<file path="src/rtl/axis_mlp_pkg.sv">
// Shared types for the MLP AXI-Stream input path: FIFO entry, read FSM states, pointer sizing.
// The entry data field width is MLP_DATA_W; keep C_S_AXIS_TDATA_WIDTH equal to it.
package axis_mlp_pkg;

  localparam int unsigned MLP_DATA_W = 32;

  typedef struct packed {
    logic                  last;
    logic [MLP_DATA_W-1:0] data;
  } fifo_entry_t;

  typedef enum logic {
    IDLE,
    RELEASE
  } rd_state_t;

  function automatic int unsigned ptr_width(input int unsigned depth);
    return (depth < 2) ? 1 : $clog2(depth);
  endfunction

endpackage

</file>
<file path="src/rtl/axis_sync_fifo.sv">
// Synchronous FIFO with a combinational head, extra wrap bit on both pointers,
// and occupancy derived from the pointer difference.
module axis_sync_fifo
  import axis_mlp_pkg::*;
#(
  parameter int unsigned C_WIDTH = 33,
  parameter int unsigned C_DEPTH = 16
) (
  input  logic                        clk,
  input  logic                        rst,
  input  logic                        push,
  input  logic                        pop,
  input  logic [C_WIDTH-1:0]          wr_data,
  output logic [C_WIDTH-1:0]          rd_data,
  output logic                        full,
  output logic                        empty,
  output logic [ptr_width(C_DEPTH):0] count
);

  localparam int unsigned AW = ptr_width(C_DEPTH);

  logic [C_WIDTH-1:0] mem [C_DEPTH];
  logic [AW:0]        wr_ptr;
  logic [AW:0]        rd_ptr;
  logic               push_ok;
  logic               pop_ok;

  assign push_ok = push && !full;
  assign pop_ok  = pop && !empty;

  always_ff @(posedge clk) begin
    if (rst) begin
      wr_ptr <= '0;
      rd_ptr <= '0;
    end else begin
      if (push_ok) wr_ptr <= wr_ptr + 1'b1;
      if (pop_ok)  rd_ptr <= rd_ptr + 1'b1;
    end
  end

  always_ff @(posedge clk) begin
    if (push_ok) mem[wr_ptr[AW-1:0]] <= wr_data;
  end

  // Same index with differing wrap bits means the writer is a full lap ahead.
  assign empty   = (wr_ptr == rd_ptr);
  assign full    = (wr_ptr[AW] != rd_ptr[AW]) && (wr_ptr[AW-1:0] == rd_ptr[AW-1:0]);
  assign count   = wr_ptr - rd_ptr;
  assign rd_data = mem[rd_ptr[AW-1:0]];

endmodule

</file>
<file path="src/rtl/axis_slave_mlp_in.sv">
// AXI-Stream slave buffering input feature words and serving them to the MLP via request/done.
// Optional TLAST/frame-length checker enabled by defining AXIS_SLAVE_FRAME_CHECK_EN.
module axis_slave_mlp_in
  import axis_mlp_pkg::*;
#(
  parameter int unsigned C_S_AXIS_TDATA_WIDTH = MLP_DATA_W,
  parameter int unsigned C_FIFO_DEPTH         = 16,
  parameter int unsigned C_FRAME_LEN          = 784
) (
  input  logic                              S_AXIS_ACLK,
  input  logic                              S_AXIS_ARESET,
  input  logic                              S_AXIS_TVALID,
  input  logic [C_S_AXIS_TDATA_WIDTH-1:0]   S_AXIS_TDATA,
  input  logic [C_S_AXIS_TDATA_WIDTH/8-1:0] S_AXIS_TSTRB,
  input  logic                              S_AXIS_TLAST,
  output logic                              S_AXIS_TREADY,
  input  logic                              pi_read_from_fifo,
  output logic [C_S_AXIS_TDATA_WIDTH-1:0]   po_mlp_data,
  output logic                              po_rd_fifo_done,
  output logic                              po_mlp_last,
  output logic [$clog2(C_FIFO_DEPTH):0]     po_fifo_count
`ifdef AXIS_SLAVE_FRAME_CHECK_EN
  ,
  output logic                              po_frame_err
`endif
);

  fifo_entry_t wr_entry;
  fifo_entry_t head;
  logic        fifo_full;
  logic        fifo_empty;
  logic        push;
  logic        pop;
  rd_state_t   state;

  assign S_AXIS_TREADY = !fifo_full && !S_AXIS_ARESET;
  assign push          = S_AXIS_TVALID && S_AXIS_TREADY;
  assign pop           = (state == IDLE) && pi_read_from_fifo && !fifo_empty;
  assign wr_entry      = '{last: S_AXIS_TLAST, data: S_AXIS_TDATA};

  axis_sync_fifo #(
    .C_WIDTH ($bits(fifo_entry_t)),
    .C_DEPTH (C_FIFO_DEPTH)
  ) u_fifo (
    .clk     (S_AXIS_ACLK),
    .rst     (S_AXIS_ARESET),
    .push    (push),
    .pop     (pop),
    .wr_data (wr_entry),
    .rd_data (head),
    .full    (fifo_full),
    .empty   (fifo_empty),
    .count   (po_fifo_count)
  );

  // RELEASE blocks a second pop until the requester has dropped its level request.
  always_ff @(posedge S_AXIS_ACLK) begin
    if (S_AXIS_ARESET) begin
      state           <= IDLE;
      po_mlp_data     <= '0;
      po_mlp_last     <= 1'b0;
      po_rd_fifo_done <= 1'b0;
    end else begin
      po_rd_fifo_done <= 1'b0;
      case (state)
        IDLE: begin
          if (pop) begin
            po_mlp_data     <= head.data;
            po_mlp_last     <= head.last;
            po_rd_fifo_done <= 1'b1;
            state           <= RELEASE;
          end
        end
        RELEASE: begin
          if (!pi_read_from_fifo) state <= IDLE;
        end
      endcase
    end
  end

`ifdef AXIS_SLAVE_FRAME_CHECK_EN
  localparam int unsigned CNT_W = $clog2(C_FRAME_LEN + 1);

  logic [CNT_W-1:0] beat_cnt;
  logic             final_beat;
  logic             unused_tstrb;

  assign final_beat   = (beat_cnt == CNT_W'(C_FRAME_LEN - 1));
  assign unused_tstrb = ^S_AXIS_TSTRB;

  always_ff @(posedge S_AXIS_ACLK) begin
    if (S_AXIS_ARESET) begin
      beat_cnt     <= '0;
      po_frame_err <= 1'b0;
    end else if (push) begin
      if (S_AXIS_TLAST != final_beat) po_frame_err <= 1'b1;
      beat_cnt <= (S_AXIS_TLAST || final_beat) ? '0 : beat_cnt + 1'b1;
    end
  end
`else
  logic unused_inputs;
  assign unused_inputs = ^S_AXIS_TSTRB ^ (C_FRAME_LEN == 0);
`endif

endmodule

</file>
<file path="config.mk">
export PLATFORM = sky130hd
export DESIGN_NAME = axis_slave_mlp_in
export DESIGN_NICKNAME = d
export VERILOG_FILES = /design/src/rtl/axis_mlp_pkg.sv /design/src/rtl/axis_sync_fifo.sv /design/src/rtl/axis_slave_mlp_in.sv
export SDC_FILE = /design/constraint.sdc
export NUM_CORES = 1
export LEC_CHECK = 0
export CORE_UTILIZATION = 35
export DETAILED_ROUTE_END_ITERATION = 12
export PLACE_DENSITY = 0.49
export SYNTH_ARGS = -nofsm -noshare
export SYNTH_HDL_FRONTEND = slang
export SYNTH_SLANG_ARGS = --single-unit
</file>
<file path="constraint.sdc">
create_clock -name S_AXIS_ACLK -period 10.1 [get_ports S_AXIS_ACLK]
set_input_delay 2.02 -clock S_AXIS_ACLK [delete_from_list [all_inputs] [get_ports S_AXIS_ACLK]]
set_output_delay 2.02 -clock S_AXIS_ACLK [all_outputs]
set_load 0.005 [all_outputs]
</file>
==> impl_metrics.tcl <==
set metrics [dict create \
    post_route_cells_drive_above_1_share_pct 20.5 \
    clkSlewWorstSetupHoldPaths_ps 60 \
    insertion_delay_ps 620 \
    finalCoreUtilization_pct 41.8 \
    boundaryPins 81 \
    netlist_top_cells_count "sky130_fd_sc_hd__edfxtp_1, sky130_fd_sc_hd__mux4_2, sky130_fd_sc_hd__mux2i_1, sky130_fd_sc_hd__dfxtp_1, sky130_fd_sc_hd__a21oi_1" \
    setup-violations-final 0 \
    post_cts.resized_instances 0 \
    drt_first_iter_violations 647 \
    synth_most_common_cell "sky130_fd_sc_hd__edfxtp_1" \
    yosysSeqAreaShare_pct 77.5 \
    status "completed" \
    via_count 10300 \
    layout.filler_cells 5282 \
    synthDistinctLibCells 42 \
    critPathMaxFanout 13 \
    power.switching_mw 1.18 \
    switching_share_pct 22.0 \
    power.density_cell_area_mw_per_mm2 211 \
    max_slew_margin_vs_limit_pct 20.1 \
    grt_use_total_pct 16.0 \
    place.port_buffers 76 \
    n_antenna_cell 0 \
    syn2layout_area_growth_pct 17.2 \
    syn-mean-instance-area_um2 20.6 \
    min-delay-path-class "reg -> reg" \
    tightestPinTransition_ps 1200 \
    synth_top_cell_by_area "sky130_fd_sc_hd__edfxtp_1" \
    synth_enable_flop_cells 528 \
    synth_top_cell_area_share_pct 73.3 \
    grt_max_degree 52 \
    cts-buffers-inserted 60 \
    power_mw 5.34 \
    design.core.area_mm2 0.0607 \
    setup_slack_ps 4450 \
    hold_slack_ps 512 \
    cts.htree.levels 2 \
    cts_tree "built" \
    synth_cells 1052 \
    die_w_um 251 \
    timing.setup.critical_path_class "in -> out" \
    ir_worst_vdd_uv 120 \
    clkPwrFrac_pct 40.4 \
    dieHeight_um 251 \
    fin_nets 1214 \
    cts_buffer_depth 3 \
    worstPathRequired_ps 8080 \
    die_area_mm2 0.0628 \
    setup.worst_path.start_class "input port" \
    place_ws_ps 4420 \
    max_freq_ghz 0.177 \
    power_report.internal_total_mw 4.16 \
    finalSetupTns_ps 0 \
    syn_nets 1103 \
    route.detailed.drc 0 \
    cts_hold_repair.buffers 0 \
    gpl.final_weighted_congestion 0.704 \
    unrepaired_setup_endpoints_after_global_routing "false" \
    clock-skew-final_ps 20.3 \
    synth.area.top_cells "sky130_fd_sc_hd__edfxtp_1, sky130_fd_sc_hd__mux4_2, sky130_fd_sc_hd__dfxtp_1" \
    floorplan.rows 90 \
    avgRoutedWirePerCell_um 24.8 \
    netlist_area_mm2 0.0216 \
    route.antenna.remaining_nets 0 \
    sequential_share_of_power_pct 50.2 \
    power.static_leakage_nw 7.76 \
    cts_sinks 573 \
    final-max-slew-violation-count 0 \
    comb_power_share_pct 9.4 \
    synth_seq_cells 573 \
    initial_utilization_pct 35.6 \
    cap_viol_max_count 0 \
    vias_per_cell 5.16 \
    period_share_pct 56.0 \
    proportion_of_synthesized_flip_flops_having_asynchronous_set_or_reset_pct 0 \
    yosys_warnings 0 \
    synth_top_flop_cell "sky130_fd_sc_hd__edfxtp_1" \
    first_pass_iters 5 \
    final_hold_viol_count 0 \
    grt_first_pass_wirelength_mm 72.7 \
    timing.critical_path.to_type "output pin" \
    number_of_global_route_vias_before_repair 10700 \
    number_of_antenna_violations_at_the_first_check_in_global_routing 1 \
    finalWorstPathRequiredPeriod_ps 5650 \
    critPathArrivalTime_ps 3630 \
    cts_setup_buffers 0 \
    root_buffer "sky130_fd_sc_hd__clkbuf_16" \
    final_routed_wirelength_mm 49.5 \
    dp_hpwl_mm 25.8 \
    grt_remaining_overflow 0 \
]
-- power by group through the flow --
stage	Combinational (mW)	Sequential (mW)	Clock, mW
after floorplan	0.365	2.70	0
after global placement	0.508	2.73	0
after detailed placement	0.512	2.73	0
after CTS	0.513	2.68	2.22
after global routing	0.548	2.69	2.31
final	0.501	2.68	2.16
-- layout by cell type (no fill, tap or decap), types with 33 or more instances in the layout --
cell and instances:
sky130_fd_sc_hd__a21oi_1 38, sky130_fd_sc_hd__a22oi_1 34, sky130_fd_sc_hd__a31oi_1 33, sky130_fd_sc_hd__clkbuf_16 62
sky130_fd_sc_hd__clkdlybuf4s50_1 76, sky130_fd_sc_hd__dfxtp_1 42, sky130_fd_sc_hd__edfxtp_1 528, sky130_fd_sc_hd__mux2i_1 65
sky130_fd_sc_hd__mux4_2 100, sky130_fd_sc_hd__o21ai_1 34
-- stage by stage --
| stage | instance area, um2 | cells |
|---|---|---|
| 5_1_grt | 25400 | 1996 |
| 3_3_place_gp | 23400 | 1883 |
| 6_report | 25400 | 1996 |
| 2_1_floorplan | 21600 | 1052 |
| 4_1_cts | 25400 | 1996 |
| 3_5_place_dp | 23400 | 1883 |
-- kinds of logic (layout without fill, tap and decap cells) --
kind of cell / after synthesis / count (layout) / share of synthesized area [%]
multiplexers: 165 / 165 / 13.4
buffers and inverters: 67 / 229 / 1.83
XOR/XNOR: 10 / 10 / 0.475
AO/OA/AOI/OAI: 182 / 182 / 5.22
flip-flops: 573 / 573 / 77.5
AND/OR/NAND/NOR: 45 / 45 / 0.943
adder cells (fa/ha/maj): 10 / 10 / 0.613
-- routing by layer --
metal  vias up  global-route usage, %  part of all wire [%]  wire length, um
met4         2                   4.28                   2.0              995
met2       193                   26.0                    48            24000
met5         -                      0                 0.026               13
li1       4602                      -                     -                -
met1      5437                   22.1                    46            22600
met3        74                   2.76                   3.8             1880
-- sequential cells by signal (all words and copies together), names as in the netlist --
signal           count
po_mlp_data         32
u_fifo.mem         528
u_fifo.wr_ptr        5
state                1
po_rd_fifo_done      1
u_fifo.rd_ptr        5
po_mlp_last          1
-- critical path, stage by stage --
cell and delay (ps):
sky130_fd_sc_hd__clkdlybuf4s50_1 710, sky130_fd_sc_hd__a21oi_1 350, sky130_fd_sc_hd__clkdlybuf4s50_1 550
-- area by class of cell --
type | count | area, um2 | area share, %
clock buffer | 93 | 1800 | 7.09
clock inverter | 20 | 165 | 0.651
inverter | 8 | 30.0 | 0.118
multi-input combinational | 412 | 4610 | 18.2
sequential | 573 | 16800 | 66.1
tap | 782 | 978 | 3.86
timing repair buffer | 108 | 1000 | 3.95
-- worst paths after layout --
kind	from	end	slack [ps]	depth (start not counted)
max reg2reg	u_fifo.rd_ptr[2]	u_fifo.mem[5][24]	6400	7
max	S_AXIS_ARESET	S_AXIS_TREADY	4450	3
min reg2reg	state	state	510	1
min	state	state	510	1
Power figures use the tool's default switching activity.
